**src/rtl/multi_regime_calc.sv**
```systemverilog
// multi_regime_calc: iterative square / cube / integer-square-root unit.
// An operand and regime code are latched on start; the result appears on y
// one edge after the single-cycle DONE state.
module multi_regime_calc #(
  parameter int W     = 8,
  parameter int CNT_W = 8
) (
  input  logic         clk,
  input  logic         rst,
  input  logic [W-1:0] x,
  input  logic [1:0]   on,
  input  logic         start,
  output logic [W-1:0] y,
  output logic [2:0]   s,
  output logic         b,
  output logic         active,
  output logic [1:0]   regime,
  output logic [W-1:0] real_state,
  output logic         done
);

  typedef enum logic [2:0] {
    IDLE = 3'd0,
    LOAD = 3'd1,
    MUL1 = 3'd2,
    MUL2 = 3'd3,
    SQRT = 3'd4,
    DONE = 3'd5
  } state_e;

  localparam logic [1:0]       REG_SQRT  = 2'd2;
  localparam logic [1:0]       REG_CUBE  = 2'd3;
  localparam logic [CNT_W-1:0] MUL_LAST  = CNT_W'(W - 1);
  localparam logic [CNT_W-1:0] SQRT_LAST = CNT_W'(W / 2 - 1);

  state_e           state_q, state_d;
  logic [W-1:0]     opnd_q, opnd_d;
  logic [W-1:0]     mcand_q, mcand_d;    // multiplicand, or sqrt remainder
  logic [W-1:0]     mplier_q, mplier_d;  // multiplier, or sqrt radicand shifter
  logic [CNT_W-1:0] cnt_q, cnt_d;
  logic [W-1:0]     acc_q, acc_d;        // product accumulator / partial root
  logic [W-1:0]     y_q, y_d;
  logic [1:0]       regime_q, regime_d;

  // Shared datapath terms for the shift-add and restoring-sqrt steps.
  logic [W-1:0]     sum;
  logic [W+1:0]     rem_sh;
  logic [W+1:0]     trial;

  // Next-state and datapath update for every FSM state.
  always_comb begin
    // NOTE: every variable gets a default first so no path leaves it unassigned, which would infer a latch.
    state_d  = state_q;
    opnd_d   = opnd_q;
    mcand_d  = mcand_q;
    mplier_d = mplier_q;
    cnt_d    = cnt_q;
    acc_d    = acc_q;
    y_d      = y_q;
    regime_d = regime_q;

    sum    = acc_q + (mplier_q[0] ? mcand_q : '0);
    rem_sh = {mcand_q, mplier_q[W-1 -: 2]};
    trial  = {acc_q, 2'b01};

    unique case (state_q)
      IDLE: begin
        if (start && (on != 2'd0)) begin
          opnd_d   = x;
          regime_d = on;
          state_d  = LOAD;
        end
      end
      LOAD: begin
        acc_d = '0;
        cnt_d = '0;
        if (regime_q == REG_SQRT) begin
          mcand_d  = '0;
          mplier_d = opnd_q;
          state_d  = SQRT;
        end else begin
          mcand_d  = opnd_q;
          mplier_d = opnd_q;
          state_d  = MUL1;
        end
      end
      MUL1, MUL2: begin
        acc_d    = sum;
        mcand_d  = mcand_q << 1;
        mplier_d = mplier_q >> 1;
        cnt_d    = cnt_q + CNT_W'(1);
        if (cnt_q == MUL_LAST) begin
          cnt_d = '0;
          if ((state_q == MUL1) && (regime_q == REG_CUBE)) begin
            // Second pass multiplies the square by the operand again.
            mcand_d  = sum;
            mplier_d = opnd_q;
            acc_d    = '0;
            state_d  = MUL2;
          end else begin
            state_d = DONE;
          end
        end
      end
      SQRT: begin
        // Bring down the next bit pair; keep the trial subtraction if it fits.
        mplier_d = mplier_q << 2;
        cnt_d    = cnt_q + CNT_W'(1);
        if (rem_sh >= trial) begin
          mcand_d = W'(rem_sh - trial);
          acc_d   = {acc_q[W-2:0], 1'b1};
        end else begin
          mcand_d = W'(rem_sh);
          acc_d   = {acc_q[W-2:0], 1'b0};
        end
        if (cnt_q == SQRT_LAST) state_d = DONE;
      end
      DONE: begin
        y_d     = acc_q;
        state_d = IDLE;
      end
      default: state_d = IDLE;
    endcase
  end

  // State and datapath registers.
  always_ff @(posedge clk or negedge rst) begin
    // NOTE: every register here, datapath included, is reset so an aborted operation leaves no stale operand behind.
    if (!rst) begin
      state_q  <= IDLE;
      opnd_q   <= '0;
      mcand_q  <= '0;
      mplier_q <= '0;
      cnt_q    <= '0;
      acc_q    <= '0;
      y_q      <= '0;
      regime_q <= '0;
    end else begin
      // NOTE: non-blocking assignments so every register samples pre-edge values.
      state_q  <= state_d;
      opnd_q   <= opnd_d;
      mcand_q  <= mcand_d;
      mplier_q <= mplier_d;
      cnt_q    <= cnt_d;
      acc_q    <= acc_d;
      y_q      <= y_d;
      regime_q <= regime_d;
    end
  end

  assign s          = state_q;
  assign b          = (state_q == LOAD) || (state_q == MUL1) ||
                      (state_q == MUL2) || (state_q == SQRT);
  assign done       = (state_q == DONE);
  assign active     = (on != 2'd0);
  assign regime     = regime_q;
  assign real_state = acc_q;
  assign y          = y_q;

endmodule

```
**config.mk**
```make
export PLATFORM = sky130hd
export DESIGN_NAME = multi_regime_calc
export DESIGN_NICKNAME = d
export VERILOG_FILES = /design/src/rtl/multi_regime_calc.sv
export SDC_FILE = /design/constraint.sdc
export NUM_CORES = 1
export LEC_CHECK = 0
export CAP_MARGIN = 20
export CORE_ASPECT_RATIO = 0.75
export CORE_MARGIN = 2
export CORE_UTILIZATION = 55
export DETAILED_ROUTE_END_ITERATION = 8
export GPL_ROUTABILITY_DRIVEN = 0
export PLACE_DENSITY = 0.82
export SETUP_SLACK_MARGIN = 0.4
export SLEW_MARGIN = 20
export SYNTH_ARGS = -nofsm -noshare
export SYNTH_HDL_FRONTEND = slang
export SYNTH_SLANG_ARGS = --single-unit
```
**constraint.sdc**
```tcl
create_clock -name clk -period 3.09 [get_ports clk]
set_input_delay 0.309 -clock clk [delete_from_list [all_inputs] [get_ports clk]]
set_output_delay 0.309 -clock clk [all_outputs]
set_load 0.02 [all_outputs]
```
==> flow_metrics.env <==
export IMPL_worst_pin_slew_ns=0.733
export IMPL_dr_pass1_iters=5
export IMPL_yosysWarningCount=0
export IMPL_synthesis_area_sq_mm=0.00378
export IMPL_fill_cells=582
export IMPL_power_mw=5.49
export IMPL_crit_slowest_cell="clkdlybuf4s50_1"
export IMPL_finalSetupTns_ns=0
export IMPL_max_slew_margin=0.511
export IMPL_grt_pass1_vias=3373
export IMPL_yosysUniqueCellTypes=66
export IMPL_hpwl_um=7680
export IMPL_worstSetupEndpointType="primary output"
export IMPL_htreeDepth=2
export IMPL_path_max_fanout=14
export IMPL_syn_inst=451
export IMPL_ys_seq_area_frac=0.351
export IMPL_core_area_sq_mm=0.00673
export IMPL_num_rows=26
export IMPL_drc=0
export IMPL_routed_via_density=6.38
export IMPL_clkLatencyLatePin_ns=0.32
export IMPL_wire_per_inst_um=18.1
export IMPL_status="completed"
export IMPL_cts_hold_buf=0
export IMPL_p_sw_frac=0.503
export IMPL_diodes=0
export IMPL_antenna_found_initial=0
export IMPL_fin_util=0.642
export IMPL_clockPowerShare=0.073
export IMPL_synth_edff_count=0
export IMPL_die_area_sq_mm=0.00755
export IMPL_crit_arrival_ns=2.27
export IMPL_post_cts_setup_buffers=0
export IMPL_mappedNetlistNets=483
export IMPL_pwr_share_seq=0.256
export IMPL_vdd_drop_max_uv=556
export IMPL_port_buffers=36
export IMPL_ctsRootBufferMaster="clkbuf_8"
export IMPL_path_cells="o21a_1, or2_1, inv_2, clkdlybuf4s50_1"
export IMPL_p_per_area_mw_per_mm2=1270
export IMPL_chipHeight_um=75.8
export IMPL_period_share=0.833
export IMPL_vias=3642
export IMPL_ff2ff_path_depth=8
export IMPL_layout_drive_gt1_share=0.0842
export IMPL_finClkSkew_ns=0.00526
export IMPL_ys_flop_type="dfrtp_1"
export IMPL_drt_total_wl_um=10400
export IMPL_combPwrFrac=0.671
export IMPL_cp_start_kind="register"
export IMPL_r2r_end="mcand_q[6]"
export IMPL_maxCapViolations=0
export IMPL_max_stage_delay_ns=0.64
export IMPL_clkTransAtPathRegs_ns=0.09
export IMPL_rsz0062_at_grt="yes"
export IMPL_antenna_left=0
export IMPL_grt_first_pass_wirelength_um=16800
export IMPL_reg2reg_slack_ns=0.54
export IMPL_track_usage=0.283
export IMPL_finalHoldViolCount=0
export IMPL_die_width_um=99.7
export IMPL_fmax_mhz=388
export IMPL_numCtsBuffers=5
export IMPL_nets=518
export IMPL_synthArstFlopShare=1.00
export IMPL_dp_slack_ns=0.537
export IMPL_cts_buffer_depth=2
export IMPL_syn_to_final_growth_pct=14.5
export IMPL_worstReg2RegStart="real_state[5]"
export IMPL_worstSetupPathType="register to primary output"
export IMPL_min_period_ns=2.57
export IMPL_cts_tree="done"
export IMPL_min_path_type="input port to asynchronous set/reset pin"
export IMPL_drv_slew=0
export IMPL_drtIter0Drc=315
export IMPL_grt_max_degree=32
export IMPL_fin_ws_ns=0.516
export IMPL_pin_count=37
export IMPL_p_leak_nw=1.90
export IMPL_grt_overflow=0
export IMPL_p_int_mw=2.73
export IMPL_ys_seq_elements=53
export IMPL_power_switching_mw=2.76
export IMPL_finalSetupViolations=0
export IMPL_start_util=0.561
export IMPL_cp_required_ns=2.78
export IMPL_syn_avg_cell_area_sq_um=8.37
export IMPL_clkSinkCount=53
-- worst max-delay path by stage --
| stage | from | to | slack (ns) | cells past startpoint |
|---|---|---|---|---|
| after floorplan | mplier_q[0] | real_state[6] | 0.74 | 10 |
| final | s[0] | b | 0.52 | 4 |
| after CTS | mplier_q[0] | real_state[6] | 0.49 | 9 |
| after global routing | mplier_q[0] | real_state[6] | 0.40 | 9 |
| after detailed placement | mplier_q[0] | real_state[6] | 0.54 | 9 |
| after global placement | mplier_q[0] | real_state[6] | 0.62 | 9 |
-- placed cells by master (no fill, tap or decap), types with 5 or more instances in the layout --
master           netlist  final
nor3_1                 5      5
o21a_1                 8      8
a22oi_1                5      5
ha_1                  18     18
o21ai_0               10     10
xnor2_1                7      7
nand2_1               56     56
a21oi_1               34     34
clkdlybuf4s50_1        0     35
mux2i_1                5      5
nor2_1                38     38
o21ai_1               26     26
a221oi_1               8      8
a22o_1                 5      5
mux2_1                 7      7
dfrtp_1               53     51
o22ai_1               17     17
nand3_1               10     10
clkbuf_8               0      5
and2_1                 8      8
buf_4                  1     16
and3_1                 8      8
inv_1                 22     22
-- cells by family after synthesis --
group	after synthesis	share of synthesized area
simple gates	159	0.208
compound gates	151	0.264
flops	53	0.351
buf+inv	48	0.0567
fa+ha+maj	19	0.0649
mux	12	0.0341
xor+xnor	9	0.0209
-- cells in the mapped netlist (5+ instances only) --
master,count,area share
o21a_1,8,0.016
dfrtp_1,53,0.35
a21oi_1,34,0.045
inv_1,22,0.022
a22oi_1,5,0.0099
ha_1,18,0.060
a22o_1,5,0.012
nor2b_1,5,0.0083
nor2_1,38,0.038
nand2_1,56,0.056
o21ai_0,10,0.013
o21ai_1,26,0.034
and3_1,8,0.013
a221oi_1,8,0.019
xnor2_1,7,0.016
mux2i_1,5,0.013
nor3_1,5,0.0066
and2_1,8,0.013
mux2_1,7,0.021
clkbuf_1,11,0.011
o22ai_1,17,0.028
nand3_1,10,0.013
buf_2,6,0.0080
-- cell type report --
cell class | count | area [sq um] | area share
Sequential cell | 53 | 1330 | 0.307
Multi-Input combinational cell | 350 | 2240 | 0.518
Timing Repair Buffer | 52 | 475 | 0.110
Inverter | 24 | 90.1 | 0.0208
Tap cell | 84 | 105 | 0.0243
Clock inverter | 3 | 17.5 | 0.00405
Clock buffer | 5 | 68.8 | 0.0159
-- power groups by stage --
stage,registers (mW),clock network [mW],logic [mW]
3_5_place_dp,1.40,0,3.59
4_1_cts,1.39,0.408,3.61
6_report,1.41,0.400,3.69
3_3_place_gp,1.39,0,3.47
5_1_grt,1.45,0.439,4.01
2_1_floorplan,1.39,0,2.56
-- routing by layer --
layer  GRT usage  vias up  part of all wire  wire length, um
li1            -     1720                 -                -
met2       0.438      164              0.45             4620
met1       0.403     1729              0.45             4650
met3      0.0569       29             0.083              863
met4      0.0974        0             0.022              230
met5           0        -                 0                0
-- worst max-delay path: cells and delay by family (launching register included) --
kind	cells	cell delay, ns
buf+inv	2	0.82
flops	1	0.57
compound gates	1	0.32
simple gates	1	0.25
-- repair_timing --
| action | CTS | global route |
|---|---|---|
| hold endpoints to repair | 0 | 0 |
| resized for setup | 0 | 3 |
| setup endpoints to repair | 0 | 3 |
-- sequential cells by signal, summed over array words and instances, names as in the netlist --
register    flops
y               8
s               3
mplier_q        8
mcand_q         8
real_state      8
regime          2
cnt_q           8
opnd_q          8
-- per-stage QoR --
| step | std cells | hold slack, ns | instance area, sq um |
|---|---|---|---|
| 4_1_cts | 571 | 0.0552 | 4320 |
| 3_5_place_dp | 563 | 0.398 | 4230 |
| 6_report | 571 | 0.0451 | 4320 |
| 3_3_place_gp | 563 | 0.396 | 4230 |
| 5_1_grt | 571 | 0.0828 | 4320 |
| 2_1_floorplan | 451 | 0.0134 | 3780 |
No activity file was read; power rests on OpenSTA's default activity.
==> RTL edit 1: new RTL, config.mk and constraints unchanged <==
Add an input register stage for `x`, `on` and `start`, without a reset; this delays them by one clock.
--- a/src/rtl/multi_regime_calc.sv
+++ b/src/rtl/multi_regime_calc.sv
@@ -34,4 +34,14 @@
   localparam logic [CNT_W-1:0] SQRT_LAST = CNT_W'(W / 2 - 1);
 
+  logic [W-1:0] x_q;
+  logic [1:0] on_q;
+  logic start_q;
+
+  always_ff @(posedge clk) begin
+    x_q     <= x;
+    on_q    <= on;
+    start_q <= start;
+  end
+
   state_e           state_q, state_d;
   logic [W-1:0]     opnd_q, opnd_d;
@@ -66,7 +76,7 @@
     unique case (state_q)
       IDLE: begin
-        if (start && (on != 2'd0)) begin
-          opnd_d   = x;
-          regime_d = on;
+        if (start_q && (on_q != 2'd0)) begin
+          opnd_d   = x_q;
+          regime_d = on_q;
           state_d  = LOAD;
         end
@@ -153,5 +163,5 @@
                       (state_q == MUL2) || (state_q == SQRT);
   assign done       = (state_q == DONE);
-  assign active     = (on != 2'd0);
+  assign active     = (on_q != 2'd0);
   assign regime     = regime_q;
   assign real_state = acc_q;
Function: changed (Yosys sat finds a counterexample within 4 cycles, from zero or initial values and one cycle with rst low).
==> RTL edit 1 against the original RTL <==
Core utilization grew 1.1 points; sequential share of layout area is 4.2 points higher; design area rose by 2.3%; non-clock buffer count is 8 lower; sequential cell count is 11 higher; count of clock-buffer cells in the layout rose by 5; fmax rose by 2.3%; area after synthesis grew 0.76%; worst setup slack improved by 57 ps; power rose by 8.8%; largest cell class unchanged; wire length decreased by 13%; sequential power rose by 14%.
==> RTL edit 1: results (changes against the original RTL) <==
Run status
  • Status: finished clean

Worst setup path
  • Worst r2r src: mplier_q[0]$_DFFE_PN0P_
  • Worst Path Max Fanout: 14 (unchanged)
  • Reg-to-reg endpoint: mcand_q[4]$_DFFE_PN0P_
  • Worst r2r path cells: 9 (+1)
  • WP data required: 2780 ps (about the same)
  • Largest stage delay on the critical path: 620 ps (-20 ps)
  • Critical path's top delay family: buffers and inverters
  • R2R Setup Slk: 640 ps (+100 ps)
  • Worst setup path endpoint: b

Power
  • Combinational Power: 3630 uW (-2%)
  • Seq. pwr: 1610 uW (+14%)
  • Pleak: 0.00197 uW (+3.7%)
  • Worst VDD drop: 0.674 mV (+21%)
  • Net switching share of the total power: 47.5% (-2.7 points)
  • Sequential fraction of design power: 27.0% (+1.4 points)

Logic synthesis
  • Top post-synthesis cells by count: nand2_1 (58), dfrtp_1 (53), nor2_1 (30)
  • Multiplexer share of the synthesized area: 6.74% (+3.3 points)
  • Sequential share of the synthesized area: 40.6% (+5.5 points)
  • Synth top area cells: dfrtp_1 (35%), ha_1 (5.9%), dfxtp_1 (5.8%)
  • Async SR Flop Fraction: 82.8% (-17 points)
  • Post-Syn Nets: 441 (-8.7%)
  • Adder-cell share of the synthesized area: 6.45% (-0.049 points)
  • Post-synthesis xor/xnor area fraction: 4.87% (+2.8 points)
  • Complex-gate fraction of the synthesized area: 19.1% (-7.3 points)

Clocking
  • Clk_lat worst skew: 360 ps (+40 ps)
  • Resized Gates After CTS: 0 (unchanged)
  • CTS Buf Count: 9 (+4)
  • Total setup buffers inserted after CTS: 0 (unchanged)
  • Maximum level of the CTS H-tree: 3 (+1)

Final layout
  • Fillers: 555 (-4.6%)
  • Nets@finish: 478 (-7.7%)
  • Share of cells above drive strength 1: 11.5% (+3.1 points)

Drt
  • Via/cell ratio: 6.03 (-5.5%)
  • WL/cell: 16.9 um (-6.9%)
  • Initial DRC Count: 184 (-42%)

Worst hold path
  • Worst hold path class: in -> async

GRT
  • Vias in the first global route: 3,040 (-9.9%)
  • Largest net degree at the start of global routing: 37 (+16%)
  • Number of antenna violations at the first check in global routing: 0 (unchanged)
  • First-pass GRT wire length: 14.9 mm (-11%)
  • GRT Overall Usage: 24.9% (-3.4 points)

Place
  • Port-buffer cells: 36 (unchanged)
  • HPWL after DPL: 6.61 mm (-14%)

STA
  • Worst Tran Pin Value: 859 ps (+125 ps)
  • Setup Skew: 5.32 ps (+0.0646 ps)
## RTL edit 1: cell count changes in the layout (fill, tap and decap cells not counted), moves of 6 or more
cell | unedited run | this run
o21ai_1 | 26 | 5
o22ai_1 | 17 | 4
a21oi_1 | 34 | 22
mux2_2 | 0 | 12
o21ai_0 | 10 | 22
dfxtp_1 | 0 | 11
o221ai_1 | 1 | 10
buf_4 | 16 | 8
nor2_1 | 38 | 30
o21a_1 | 8 | 1
xor2_1 | 2 | 9
mux2_1 | 7 | 1
mux2i_1 | 5 | 11
## RTL edit 1: metrics by stage
| stage | cells | utilization (%) | hold slack (ps) | setup WS [ps] | cell area (sq um) |
|---|---|---|---|---|---|
| final | 535 | 65.3 | 55.3 | 573 | 4420 |
| after CTS | 535 | 65.3 | 77.3 | 403 | 4420 |
| after global placement | 519 | 62.4 | 442 | 756 | 4220 |
| after global routing | 535 | 65.3 | 108 | 448 | 4420 |
| after detailed placement | 519 | 62.4 | 448 | 663 | 4220 |
| after floorplan | 409 | - | 13.4 | 768 | 3800 |
## RTL edit 1: final cells by class
cell class                      instances  area, sq um  share of cell area, %
Sequential cell                        64         1550                   35.0
Clock buffer                           10          128                   2.89
Multi-Input combinational cell        306         2080                   46.9
Inverter                               21         81.3                   1.84
Clock inverter                          6         70.1                   1.58
Tap cell                               84          105                   2.38
Timing Repair Buffer                   44          415                   9.39
## RTL edit 1: routing by layer
| metal | up-vias | track usage [%] | part of all wire (%) |
|---|---|---|---|
| li1 | 1534 | - | - |
| met1 | 1528 | 35.1 | 46 |
| met2 | 146 | 37.8 | 45 |
| met3 | 17 | 7.43 | 7.7 |
| met4 | 0 | 6.16 | 1.7 |
| met5 | - | 0 | 0 |
==> RTL edit 2: new RTL, same flow settings <==
Made on the original files. `CNT_W`: 8 -> 10.
--- a/src/rtl/multi_regime_calc.sv
+++ b/src/rtl/multi_regime_calc.sv
@@ -4,5 +4,5 @@
 module multi_regime_calc #(
   parameter int W     = 8,
-  parameter int CNT_W = 8
+  parameter int CNT_W = 10
 ) (
   input  logic         clk,
Formal check against the unedited RTL: no difference found for any inputs over 10 cycles, from zero or initial values and one cycle with rst low; that may be too few to reach the edited logic, so the function may still have changed.
==> RTL edit 2 against the original RTL <==
Cell count decreased by 11%; critical path type unchanged; area after synthesis decreased by 5.0%; design area decreased by 4.9%; clock skew increased by 2.2 ps; hold slack improved by 410 ps; die area decreased by 4.7%; global-route usage decreased by 2.1 points; worst setup slack got worse by 14 ps; non-clock buffer count decreased by 8; via count decreased by 12%; wire length decreased by 13%; sequential cell count increased by 2.
Power is left out: the tool's default activity adds up to more than one toggle a clock period on the data nets, which glitch-free logic cannot reach.
==> RTL edit 2: results (changes against the original RTL) <==
Drt
  • Top Layer Used: met4
  • Met2 wire len: 3.95 mm (-15%)
  • DR WL met3: 726 um (-16%)
  • DR vias: 3,211 (-12%)
  • Initial DRC Count: 361 (+15%)
  • First-pass DRT Iterations: 6 (+1)
  • WL/cell: 17.6 um (-3.0%)
  • Via/cell ratio: 6.28 (-1.5%)
  • WL met1: 4.20 mm (-9.6%)

Final layout
  • Fillers: 524 (-10%)
  • Nets@finish: 463 (-11%)
  • Share of cells above drive strength 1: 8.37% (-0.047 points)
  • Max FFs per register: 10
  • Number of diodes: 0 (unchanged)
  • Biggest register: cnt_q

GRT
  • Global route total overflow: 0 (unchanged)
  • Largest net degree at the start of global routing: 37 (+16%)
  • Vias in the first global route: 2,995 (-11%)
  • Met2 Use GR: 41.1% (-2.6 points)
  • GRT Overall Usage: 26.2% (-2.1 points)
  • Met1 Use GR: 37.9% (-2.4 points)
  • Met3 usage: 4.98% (-0.71 points)
  • First-pass GRT wire length: 15.1 mm (-10%)

Worst setup path
  • Worst Path Max Fanout: 19 (+5)
  • Worst setup path endpoint: b
  • Crit path max-delay cell type: dfrtp_1
  • R2R Setup Slk: 560 ps (+20 ps)
  • Worst r2r path cells: 9 (+1)
  • Crit path arrival time: 2280 ps
  • CP startpoint: s[0]$_DFFE_PN0P_
  • Critical path's top delay family: buffers and inverters
  • Largest stage delay on the critical path: 670 ps (+30 ps)
  • Worst r2r src: mcand_q[0]$_DFFE_PN0P_

STA
  • Setup Skew: 7.47 ps (+2.21 ps)
  • Rel. slew slack: 60.4% (+9.3 points)

Logic synthesis
  • Sequential share of the synthesized area: 38.4% (+3.2 points)
  • Post-Syn Nets: 428 (-11%)
  • Synth top area cells: dfrtp_1 (38%), ha_1 (6.3%), o21ai_0 (4.9%)
  • Synthesis warning total: 0 (unchanged)
  • Async SR Flop Fraction: 100% (unchanged)
  • Mapped Cells: 396 (-12%)
  • Count of cell types in the netlist: 61 (-7.6%)
  • Top post-synthesis cells by count: dfrtp_1 (55), o21ai_0 (35), a21oi_1 (32)

Place
  • Cell Area, Placed: 0.00403 sq mm (-4.9%)
  • HPWL after DPL: 6.60 mm (-14%)
  • Placed cells: 504 (-10%)

Clocking
  • Maximum level of the CTS H-tree: 2 (unchanged)
  • Total setup buffers inserted after CTS: 0 (unchanged)
  • CTS root buffer: clkbuf_8

Worst hold path
  • Worst hold path class: in -> async

Run status
  • Status: finished clean
[RTL edit 2: changes by cell type in the layout (fill, tap and decap cells not counted), moves of 6 or more]
| cell | change |
|---|---|
| mux2_2 | +9 |
| buf_4 | -9 |
| nor3_1 | +7 |
| mux2_1 | -7 |
| o21ai_0 | +25 |
| nand2_1 | -25 |
| xor2_1 | +9 |
| and3_1 | -6 |
| o21ai_1 | -25 |
| o22ai_1 | -9 |
| nor2_1 | -14 |
[RTL edit 2: final cells by class]
cell class | instances | area [sq um] | area share [%]
clock buffers | 6 | 72.6 | 1.77
inverters | 27 | 101 | 2.47
multi-input cells | 298 | 2040 | 49.6
flip-flops and latches | 55 | 1380 | 33.5
well taps | 81 | 101 | 2.47
repair buffers | 44 | 418 | 10.2
[RTL edit 2: kinds of logic after synthesis]
family / Yosys count / share of synthesized area (%)
AO/OA/AOI/OAI: 128 / 23.1
AND/OR/NAND/NOR: 114 / 16.9
flip-flops: 55 / 38.4
buffers and inverters: 43 / 4.81
adder cells (fa/ha/maj): 20 / 7.11
XOR/XNOR: 18 / 4.39
multiplexers: 18 / 5.33
[RTL edit 2: through the flow]
| step | worst slack, ps | hold WS (ps) |
|---|---|---|
| floorplan | 779 | 13.4 |
| global placement | 683 | 278 |
| detailed placement | 596 | 285 |
| CTS | 513 | 482 |
| global route | 398 | 511 |
| finish | 501 | 456 |
[RTL edit 2: what timing repair did]
item / in CTS / in global routing
endpoints found under the hold margin: 19 / 0
hold buffers: 1 / 0
gates resized for setup: 0 / 2
endpoints found under the setup margin: 0 / 2
[RTL edit 2: worst register-to-register path, stage by stage (launching register included)]
cell and delay (ps):
dfrtp_1 460, and2_1 190, ha_1 200, fa_1 400, a21o_1 170, a21o_1 200, a2111o_1 400, o311ai_0 150
a21oi_1 140, o22ai_1 130
